## src/rtl/sys_seq_pkg.sv

```systemverilog
`default_nettype none
// ============================================================================
// Module      : sys_seq_pkg
// Description : Shared types and helpers for the sys_seq_ctrl sequencer.
//               Holds the FSM state encoding, the TX byte-select constants,
//               and a function that finds the next set bit in a channel mask.
// Revision    : 1.0 - initial release
// ============================================================================
package sys_seq_pkg;

    // Sequencer FSM states, explicitly encoded
    typedef enum logic [1:0] {
        ST_IDLE  = 2'd0,
        ST_ISSUE = 2'd1,
        ST_WAIT  = 2'd2,
        ST_NEXT  = 2'd3
    } seq_state_t;

    // Which half of a FIFO entry the TX side is presenting
    localparam logic BYTE_LO = 1'b0;
    localparam logic BYTE_HI = 1'b1;

    // Masks are widened to this many bits before searching
    localparam int MAX_CH = 16;

    // Returned by find_next_set when no set bit exists at or above the index
    localparam logic [4:0] NO_SET_BIT = 5'd16;

    // Lowest set bit of mask at index >= from, or NO_SET_BIT when none
    function automatic logic [4:0] find_next_set(input logic [MAX_CH-1:0] mask,
                                                 input logic [4:0]        from);
        logic [4:0] res;
        res = NO_SET_BIT;
        for (int i = MAX_CH - 1; i >= 0; i--) begin
            if (mask[i] && (5'(i) >= from)) begin
                res = 5'(i);
            end
        end
        return res;
    endfunction

endpackage
`default_nettype wire

```

## src/rtl/sys_seq_ctrl_if.sv

```systemverilog
`default_nettype none
// ============================================================================
// Module      : sys_seq_ctrl_if
// Description : Bundles the sequencer's control, ALU and TX-stream signals.
//               master = the sequencer, slave = its environment
//               (register file / ALU / UART transmitter).
// Revision    : 1.0 - initial release
// ============================================================================
interface sys_seq_ctrl_if #(
    parameter int WIDTH      = 8,
    parameter int ALU_FUN_WD = 4,
    parameter int NUM_CH     = 4,
    parameter int FIFO_DEPTH = 4
);
    localparam int SEL_W = $clog2(NUM_CH);
    localparam int CNT_W = $clog2(FIFO_DEPTH) + 1;

    logic                         START;
    logic [NUM_CH-1:0]            CH_EN;
    logic [NUM_CH*ALU_FUN_WD-1:0] CH_FUN;
    logic                         ALU_Enable;
    logic [ALU_FUN_WD-1:0]        ALU_FUN;
    logic [SEL_W-1:0]             ALU_SEL;
    logic [2*WIDTH-1:0]           ALU_OUT;
    logic                         ALU_VLD;
    logic [WIDTH-1:0]             TX_DATA;
    logic                         TX_VALID;
    logic                         TX_READY;
    logic                         SEQ_BUSY;
    logic                         DONE;
    logic                         TO_ERR;
    logic [CNT_W-1:0]             FIFO_CNT;

    modport master (
        input  START, CH_EN, CH_FUN, ALU_OUT, ALU_VLD, TX_READY,
        output ALU_Enable, ALU_FUN, ALU_SEL, TX_DATA, TX_VALID,
               SEQ_BUSY, DONE, TO_ERR, FIFO_CNT
    );

    modport slave (
        output START, CH_EN, CH_FUN, ALU_OUT, ALU_VLD, TX_READY,
        input  ALU_Enable, ALU_FUN, ALU_SEL, TX_DATA, TX_VALID,
               SEQ_BUSY, DONE, TO_ERR, FIFO_CNT
    );

endinterface
`default_nettype wire

```

## src/rtl/sys_res_fifo.sv

```systemverilog
`default_nettype none
// ============================================================================
// Module      : sys_res_fifo
// Description : Synchronous result FIFO with occupancy count. A push while
//               full is accepted only if a pop happens in the same cycle.
//               DEPTH must be a power of two (>= 2) so pointers wrap freely.
// Revision    : 1.0 - initial release
// ============================================================================
module sys_res_fifo #(
    parameter int DATA_W = 16,
    parameter int DEPTH  = 4
) (
    input  wire logic                     clk,
    input  wire logic                     rst,
    input  wire logic                     i_push,
    input  wire logic [DATA_W-1:0]        i_data,
    input  wire logic                     i_pop,
    output logic      [DATA_W-1:0]        o_data,
    output logic                          o_full,
    output logic                          o_empty,
    output logic      [$clog2(DEPTH):0]   o_count
);
    localparam int c_addr_w = $clog2(DEPTH);

    logic [DATA_W-1:0]   r_mem [DEPTH];
    logic [c_addr_w-1:0] r_wr_ptr;
    logic [c_addr_w-1:0] r_rd_ptr;
    logic [c_addr_w:0]   r_count;
    logic                w_do_pop;
    logic                w_do_push;

    assign o_full    = (r_count == (c_addr_w + 1)'(DEPTH));
    assign o_empty   = (r_count == '0);
    assign o_count   = r_count;
    assign o_data    = r_mem[r_rd_ptr];
    assign w_do_pop  = i_pop && !o_empty;
    assign w_do_push = i_push && (!o_full || w_do_pop);

    // Storage array; no reset needed since the count gates every read
    always_ff @(posedge clk) begin
        if (w_do_push) begin
            r_mem[r_wr_ptr] <= i_data;
        end
    end

    // Pointers and occupancy; simultaneous push and pop leaves the count as is
    always_ff @(posedge clk) begin
        if (rst) begin
            r_wr_ptr <= '0;
            r_rd_ptr <= '0;
            r_count  <= '0;
        end else begin
            if (w_do_push) r_wr_ptr <= r_wr_ptr + 1'b1;
            if (w_do_pop)  r_rd_ptr <= r_rd_ptr + 1'b1;
            case ({w_do_push, w_do_pop})
                2'b10:   r_count <= r_count + 1'b1;
                2'b01:   r_count <= r_count - 1'b1;
                default: r_count <= r_count;
            endcase
        end
    end

endmodule
`default_nettype wire

```

## src/rtl/sys_seq_ctrl.sv

```systemverilog
`default_nettype none
// ============================================================================
// Module      : sys_seq_ctrl
// Description : Round-robin ALU sequencer. Each START sweeps the enabled
//               channels, issuing one ALU op per channel; the 2*WIDTH-bit
//               results are buffered in sys_res_fifo and streamed out low
//               byte first over a valid/ready TX interface.
//               Optional feature macro: SEQ_TIMEOUT_EN (abandon an ALU op
//               after TIMEOUT WAIT cycles and raise sticky TO_ERR).
// Revision    : 1.0 - initial release
// ============================================================================
module sys_seq_ctrl
    import sys_seq_pkg::*;
#(
    parameter int WIDTH      = 8,
    parameter int ALU_FUN_WD = 4,
    parameter int NUM_CH     = 4,
    parameter int FIFO_DEPTH = 4,
    parameter int TIMEOUT    = 15
) (
    input  wire logic      CLK,
    input  wire logic      RST,
    sys_seq_ctrl_if.master bus
);
    localparam int c_ptr_w = $clog2(NUM_CH);
    localparam int c_cnt_w = $clog2(FIFO_DEPTH) + 1;

    seq_state_t             r_state;
    logic [NUM_CH-1:0]      r_mask;
    logic [c_ptr_w-1:0]     r_ptr;
    logic                   r_alu_en;
    logic [ALU_FUN_WD-1:0]  r_alu_fun;
    logic [c_ptr_w-1:0]     r_alu_sel;
    logic                   r_done;
    logic                   r_byte_sel;

    logic [MAX_CH-1:0]      w_en16;
    logic [MAX_CH-1:0]      w_mask16;
    logic [4:0]             w_first;
    logic [4:0]             w_next;
    logic [ALU_FUN_WD-1:0]  w_fun;
    logic                   w_accept;
    logic                   w_tx_valid;
    logic                   w_pop;
    logic                   w_full;
    logic                   w_empty;
    logic [2*WIDTH-1:0]     w_head;
    logic [c_cnt_w-1:0]     w_count;

`ifdef SEQ_TIMEOUT_EN
    localparam int                c_to_w    = $clog2(TIMEOUT + 1);
    localparam logic [c_to_w-1:0] c_to_last = c_to_w'(TIMEOUT - 1);
    logic [c_to_w-1:0]            r_to_cnt;
    logic                         r_to_err;
`endif

    // Widen the live enable mask and the latched mask for the bit search
    always_comb begin
        w_en16                 = '0;
        w_mask16               = '0;
        w_en16[NUM_CH-1:0]     = bus.CH_EN;
        w_mask16[NUM_CH-1:0]   = r_mask;
    end

    assign w_first  = find_next_set(w_en16, 5'd0);
    assign w_next   = find_next_set(w_mask16, 5'(r_ptr) + 5'd1);
    // Function code is read live from CH_FUN at issue time
    assign w_fun    = bus.CH_FUN[r_ptr*ALU_FUN_WD +: ALU_FUN_WD];
    // A result is only taken once the request pulse has gone away
    assign w_accept = (r_state == ST_WAIT) && !r_alu_en && bus.ALU_VLD;

    // Sequencer FSM with registered ALU request, select and DONE outputs
    always_ff @(posedge CLK) begin
        if (RST) begin
            r_state   <= ST_IDLE;
            r_mask    <= '0;
            r_ptr     <= '0;
            r_alu_en  <= 1'b0;
            r_alu_fun <= '0;
            r_alu_sel <= '0;
            r_done    <= 1'b0;
`ifdef SEQ_TIMEOUT_EN
            r_to_cnt  <= '0;
            r_to_err  <= 1'b0;
`endif
        end else begin
            r_alu_en <= 1'b0;
            r_done   <= 1'b0;
            case (r_state)
                ST_IDLE: begin
                    if (bus.START) begin
                        r_mask <= bus.CH_EN;
`ifdef SEQ_TIMEOUT_EN
                        r_to_err <= 1'b0;
`endif
                        if (w_first != NO_SET_BIT) begin
                            r_ptr   <= w_first[c_ptr_w-1:0];
                            r_state <= ST_ISSUE;
                        end else begin
                            r_done  <= 1'b1;
                        end
                    end
                end
                ST_ISSUE: begin
                    // Hold off while the FIFO has no room so no result is lost
                    if (!w_full) begin
                        r_alu_en  <= 1'b1;
                        r_alu_fun <= w_fun;
                        r_alu_sel <= r_ptr;
                        r_state   <= ST_WAIT;
`ifdef SEQ_TIMEOUT_EN
                        r_to_cnt  <= '0;
`endif
                    end
                end
                ST_WAIT: begin
                    if (w_accept) begin
                        r_state <= ST_NEXT;
                    end
`ifdef SEQ_TIMEOUT_EN
                    else if (!r_alu_en) begin
                        if (r_to_cnt == c_to_last) begin
                            r_to_err <= 1'b1;
                            r_state  <= ST_NEXT;
                        end else begin
                            r_to_cnt <= r_to_cnt + 1'b1;
                        end
                    end
`endif
                end
                ST_NEXT: begin
                    if (w_next == NO_SET_BIT) begin
                        r_done  <= 1'b1;
                        r_state <= ST_IDLE;
                    end else begin
                        r_ptr   <= w_next[c_ptr_w-1:0];
                        r_state <= ST_ISSUE;
                    end
                end
                default: r_state <= ST_IDLE;
            endcase
        end
    end

    sys_res_fifo #(
        .DATA_W (2*WIDTH),
        .DEPTH  (FIFO_DEPTH)
    ) u_fifo (
        .clk     (CLK),
        .rst     (RST),
        .i_push  (w_accept),
        .i_data  (bus.ALU_OUT),
        .i_pop   (w_pop),
        .o_data  (w_head),
        .o_full  (w_full),
        .o_empty (w_empty),
        .o_count (w_count)
    );

    assign w_tx_valid = !w_empty;
    assign w_pop      = w_tx_valid && bus.TX_READY && (r_byte_sel == BYTE_HI);

    // Byte serializer: flip halves on every accepted byte, pop after the high one
    always_ff @(posedge CLK) begin
        if (RST) begin
            r_byte_sel <= BYTE_LO;
        end else if (w_tx_valid && bus.TX_READY) begin
            r_byte_sel <= ~r_byte_sel;
        end
    end

    assign bus.TX_VALID   = w_tx_valid;
    assign bus.TX_DATA    = !w_tx_valid ? '0 :
                            (r_byte_sel == BYTE_HI) ? w_head[2*WIDTH-1:WIDTH]
                                                    : w_head[WIDTH-1:0];
    assign bus.FIFO_CNT   = w_count;
    assign bus.ALU_Enable = r_alu_en;
    assign bus.ALU_FUN    = r_alu_fun;
    assign bus.ALU_SEL    = r_alu_sel;
    assign bus.SEQ_BUSY   = (r_state != ST_IDLE);
    assign bus.DONE       = r_done;
`ifdef SEQ_TIMEOUT_EN
    assign bus.TO_ERR     = r_to_err;
`else
    assign bus.TO_ERR     = 1'b0;
`endif

endmodule
`default_nettype wire

```

## src/flat_wrapper.sv

```systemverilog
// flat-port wrapper written by rule: the top's interface ports become plain ports
module sys_seq_ctrl_flat import sys_seq_pkg::*;
#(
    parameter int WIDTH      = 8,
    parameter int ALU_FUN_WD = 4,
    parameter int NUM_CH     = 4,
    parameter int FIFO_DEPTH = 4,
    parameter int TIMEOUT    = 15
)
  (CLK, RST, bus_START, bus_CH_EN, bus_CH_FUN, bus_ALU_OUT, bus_ALU_VLD, bus_TX_READY, bus_ALU_Enable, bus_ALU_FUN, bus_ALU_SEL, bus_TX_DATA, bus_TX_VALID, bus_SEQ_BUSY, bus_DONE, bus_TO_ERR, bus_FIFO_CNT);
  sys_seq_ctrl_if #(.WIDTH(WIDTH), .ALU_FUN_WD(ALU_FUN_WD), .NUM_CH(NUM_CH), .FIFO_DEPTH(FIFO_DEPTH)) bus_i ();
  input  wire logic CLK;
  input  wire logic RST;
  input wire logic [$bits(bus_i.START)-1:0] bus_START;
  input wire logic [$bits(bus_i.CH_EN)-1:0] bus_CH_EN;
  input wire logic [$bits(bus_i.CH_FUN)-1:0] bus_CH_FUN;
  input wire logic [$bits(bus_i.ALU_OUT)-1:0] bus_ALU_OUT;
  input wire logic [$bits(bus_i.ALU_VLD)-1:0] bus_ALU_VLD;
  input wire logic [$bits(bus_i.TX_READY)-1:0] bus_TX_READY;
  output wire logic [$bits(bus_i.ALU_Enable)-1:0] bus_ALU_Enable;
  output wire logic [$bits(bus_i.ALU_FUN)-1:0] bus_ALU_FUN;
  output wire logic [$bits(bus_i.ALU_SEL)-1:0] bus_ALU_SEL;
  output wire logic [$bits(bus_i.TX_DATA)-1:0] bus_TX_DATA;
  output wire logic [$bits(bus_i.TX_VALID)-1:0] bus_TX_VALID;
  output wire logic [$bits(bus_i.SEQ_BUSY)-1:0] bus_SEQ_BUSY;
  output wire logic [$bits(bus_i.DONE)-1:0] bus_DONE;
  output wire logic [$bits(bus_i.TO_ERR)-1:0] bus_TO_ERR;
  output wire logic [$bits(bus_i.FIFO_CNT)-1:0] bus_FIFO_CNT;
  assign bus_i.START = bus_START;
  assign bus_i.CH_EN = bus_CH_EN;
  assign bus_i.CH_FUN = bus_CH_FUN;
  assign bus_i.ALU_OUT = bus_ALU_OUT;
  assign bus_i.ALU_VLD = bus_ALU_VLD;
  assign bus_i.TX_READY = bus_TX_READY;
  assign bus_ALU_Enable = bus_i.ALU_Enable;
  assign bus_ALU_FUN = bus_i.ALU_FUN;
  assign bus_ALU_SEL = bus_i.ALU_SEL;
  assign bus_TX_DATA = bus_i.TX_DATA;
  assign bus_TX_VALID = bus_i.TX_VALID;
  assign bus_SEQ_BUSY = bus_i.SEQ_BUSY;
  assign bus_DONE = bus_i.DONE;
  assign bus_TO_ERR = bus_i.TO_ERR;
  assign bus_FIFO_CNT = bus_i.FIFO_CNT;
  sys_seq_ctrl #(.WIDTH(WIDTH), .ALU_FUN_WD(ALU_FUN_WD), .NUM_CH(NUM_CH), .FIFO_DEPTH(FIFO_DEPTH), .TIMEOUT(TIMEOUT)) u_core (.CLK(CLK), .RST(RST), .bus(bus_i));
endmodule
```

## config.mk

```make
export PLATFORM = sky130hd
export DESIGN_NAME = sys_seq_ctrl_flat
export DESIGN_NICKNAME = d
export VERILOG_FILES = /design/src/rtl/sys_seq_pkg.sv /design/src/rtl/sys_seq_ctrl_if.sv /design/src/rtl/sys_res_fifo.sv /design/src/rtl/sys_seq_ctrl.sv /design/src/flat_wrapper.sv
export SDC_FILE = /design/constraint.sdc
export NUM_CORES = 1
export LEC_CHECK = 0
export CORE_ASPECT_RATIO = 1.1
export CORE_MARGIN = 2
export CORE_UTILIZATION = 45
export CTS_CLUSTER_SIZE = 40
export DETAILED_ROUTE_END_ITERATION = 12
export PLACE_DENSITY = 0.71
export SLEW_MARGIN = 5
export SYNTH_ARGS = -nofsm -noshare
export SYNTH_HDL_FRONTEND = slang
export SYNTH_SLANG_ARGS = --single-unit
```

## constraint.sdc

```tcl
create_clock -name CLK -period 2.1 [get_ports CLK]
set_input_delay 0.42 -clock CLK [delete_from_list [all_inputs] [get_ports CLK]]
set_output_delay 0.42 -clock CLK [all_outputs]
set_load 0.01 [all_outputs]
```

==> metrics.csv <==
metric;value;unit
synth_area_per_cell;15.1;um^2
start_util;45.8;%
placedCellCount;430;
power_density;865;nW/um^2
wl;7160;um
maxCapViolCount;0;
synthFlopType;edfxtp_1;
drtIter0Drc;125;
areaGrowthSynthToFinish;28.6;%
ff_latch_area;2430;um^2
synth_area_leaders;edfxtp_1, dfxtp_1, mux4_2, mux2i_1, nor2_1;
relSlewSlack;63.3;%
cts.sinks;89;
layoutNonFillerInstCount;447;
drcViolationCount;0;
netlist_instances;253;
rsz0062_at_grt;true;
fin_util;58.9;%
synth_edf_count;64;
drive_gt1_share;22.0;%
nets;382;
dieArea;9220;um^2
track_usage;16.0;%
cp_data_required_time;1.68;ns
tightest_slew;0.550;ns
die_x;91.7;um
peakVddDrop;0.591;mV
yosys_warnings;0;
synth_area;3810;um^2
hold_path_startpoint;u_core.r_mask[1];
hold_buffers;0;
setup_viol;5;
grt_max_degree;25;
clockBufferDepth;2;
skew;0.0110;ns
drt-met1-wl;3160;um
netlist.area_leader.share;50.4;%
maxSlewViolCount;0;
gp_congestion;0.836;
wl_met3;320;um
path_class;flop to output pin;
whs;0.475;ns
cts-buffers-inserted;9;
start_kind;flop;
die_y;101;um
max_freq;464;MHz
clock_latency;0.35;ns
ys_seq_area_share;63.6;%
yosysTopAreaCell;edfxtp_1;
met2_wirelength;3620;um
violations;setup timing;
grt_pass1_vias;2372;
cts_tree;done;
grt_pass1_wl;11400;um
async_flop_share;0;%
min_period;2.16;ns
vias;2294;
synth_fp_nets;304;
vias_per_cell;5.13;
clkTransAtPathRegs;0.09;ns
ant_nets;0;
outcome;complete, but fails checks;
finalPower;4.24;mW
fill_cells;666;
multi_input_area;1300;um^2
antenna_found_initial;0;
r2r_start;u_core.u_fifo.o_count[0];
min_path_type;flop to flop;
setup_ws;-0.0551;ns
coreArea;8320;um^2
top_layer_used;met4;
cp_max_fo;7;
crit_arrival;1.74;ns
root_buffer;clkbuf_8;
p_leak;1.71;nW
cp-end-kind;output pin;
finalHoldViolations;0;
htreeDepth;3;
ys_types;44;
avgRoutedWirePerCell;16.0;um
fin_crit_sh;103;%
dpl.hpwl;4940;um
rows;35;
dr.pass1.iters;4;
io_pins;63;
portBuffers;61;
overflow;0;
antenna_cells;0;
synth_seq_cells;89;
## cells in the mapped netlist, drive strengths merged, types with 2 or more instances
| master | number |
|---|---|
| inv | 9 |
| and2 | 5 |
| xor2 | 4 |
| nand3 | 3 |
| nor2 | 34 |
| nand2b | 3 |
| nor2b | 2 |
| clkbuf | 5 |
| o21ai | 7 |
| edfxtp | 64 |
| buf | 8 |
| dfxtp | 25 |
| xnor2 | 2 |
| mux2i | 16 |
| a21oi | 9 |
| nor3 | 4 |
| mux4 | 20 |
| ha | 9 |
| nand2 | 7 |
## cells in the final DEF (no fill, tap or decap), types with 2 or more instances in the layout
cell type / netlist / routed
dfxtp_1: 25 / 22
inv_6: 0 / 2
buf_12: 0 / 6
xnor2_1: 2 / 2
ha_1: 9 / 8
nand3_1: 3 / 3
mux2i_1: 16 / 16
buf_8: 0 / 2
inv_1: 9 / 8
clkbuf_8: 0 / 10
clkinv_4: 0 / 2
xor2_1: 4 / 4
mux4_2: 20 / 20
buf_4: 4 / 10
buf_2: 3 / 8
clkinvlp_4: 0 / 2
nor3_4: 1 / 2
nor2_1: 33 / 33
nand2_1: 7 / 7
nor2b_1: 2 / 2
edfxtp_1: 64 / 64
o21ai_1: 2 / 2
a21oi_1: 9 / 9
dfxtp_2: 0 / 2
nor3_1: 2 / 2
nand2b_1: 3 / 3
and2_1: 4 / 4
o21ai_0: 5 / 5
clkdlybuf4s50_1: 0 / 53
## final timing paths
path	endpoint	slack (ns)	depth (start not counted)
worst max-delay path	bus_TX_DATA[0]	-0.06	5
worst min-delay path	u_core.r_mask[1]	0.48	2
worst max register to register	u_core.u_fifo.o_count[2]	0.20	7
worst min register to register	u_core.r_mask[1]	0.48	2
## worst max-delay path, stage by stage (launching register included)
cell and delay [ns]:
dfxtp_4 0.38, buf_8 0.14, mux4_2 0.49, mux2i_1 0.17, nor2_1 0.07, buf_2 0.14
## kinds of logic (layout without fill, tap and decap cells)
family	Yosys count	after routing	share of synthesized area, %
AND/OR/NAND/NOR	62	62	8.11
multiplexers	36	36	16.0
AO/OA/AOI/OAI	27	27	4.63
adder cells (fa/ha/maj)	10	10	3.48
XOR/XNOR	6	6	1.38
buffers and inverters	22	105	2.69
flip-flops	89	89	63.6
other	1	1	0.0984
## routing by layer
metal | vias to the layer above | GRT usage [%]
met1 | 1122 | 20.8
met3 | 6 | 3.74
met4 | 0 | 4.71
li1 | 1105 | -
met2 | 61 | 27.1
met5 | - | 0
## power by group
| part | switching (mW) | leakage [nW] | internal [mW] |
|---|---|---|---|
| registers | 0.108 | 0.781 | 2.01 |
| clock network | 0.608 | 0.0895 | 0.474 |
| logic | 0.491 | 0.841 | 0.544 |
| total | 1.21 | 1.71 | 3.03 |
## flip-flops by register name, summed over array words and instances (netlist names), 2 cells and up, named ones only
signal                  cells
u_core.bus.ALU_FUN          4
u_core.r_ptr                2
u_core.u_fifo.r_mem        64
u_core.u_fifo.r_wr_ptr      2
u_core.r_mask               3
u_core.bus.ALU_SEL          2
u_core.r_state              2
u_core.u_fifo.r_rd_ptr      2
u_core.u_fifo.o_count       3
## what timing repair did
item,4_1_cts,5_1_grt
buffers inserted,1,0
gates resized for setup,42,3
pin swaps,1,0
endpoints found under the setup margin,10,9
## final cells by class
class	instances	area share [%]
clock buffer	10	2.81
clock inverter	6	1.02
inverter	9	0.689
multi-input combinational	142	26.6
sequential	89	49.6
tap	111	2.83
timing repair buffer	80	16.5
## metrics by stage
| stage | cell area, um^2 | TNS (ns) | worst slack (ns) |
|---|---|---|---|
| 4_1_cts | 4890 | -0.435 | -0.0828 |
| 3_3_place_gp | 4700 | -0.460 | -0.0887 |
| 2_1_floorplan | 3810 | 0 | 0.133 |
| 6_report | 4900 | -0.160 | -0.0551 |
| 3_5_place_dp | 4700 | -0.639 | -0.123 |
| 5_1_grt | 4900 | -0.891 | -0.138 |
Note: power is estimated with default switching activity, not from simulation.
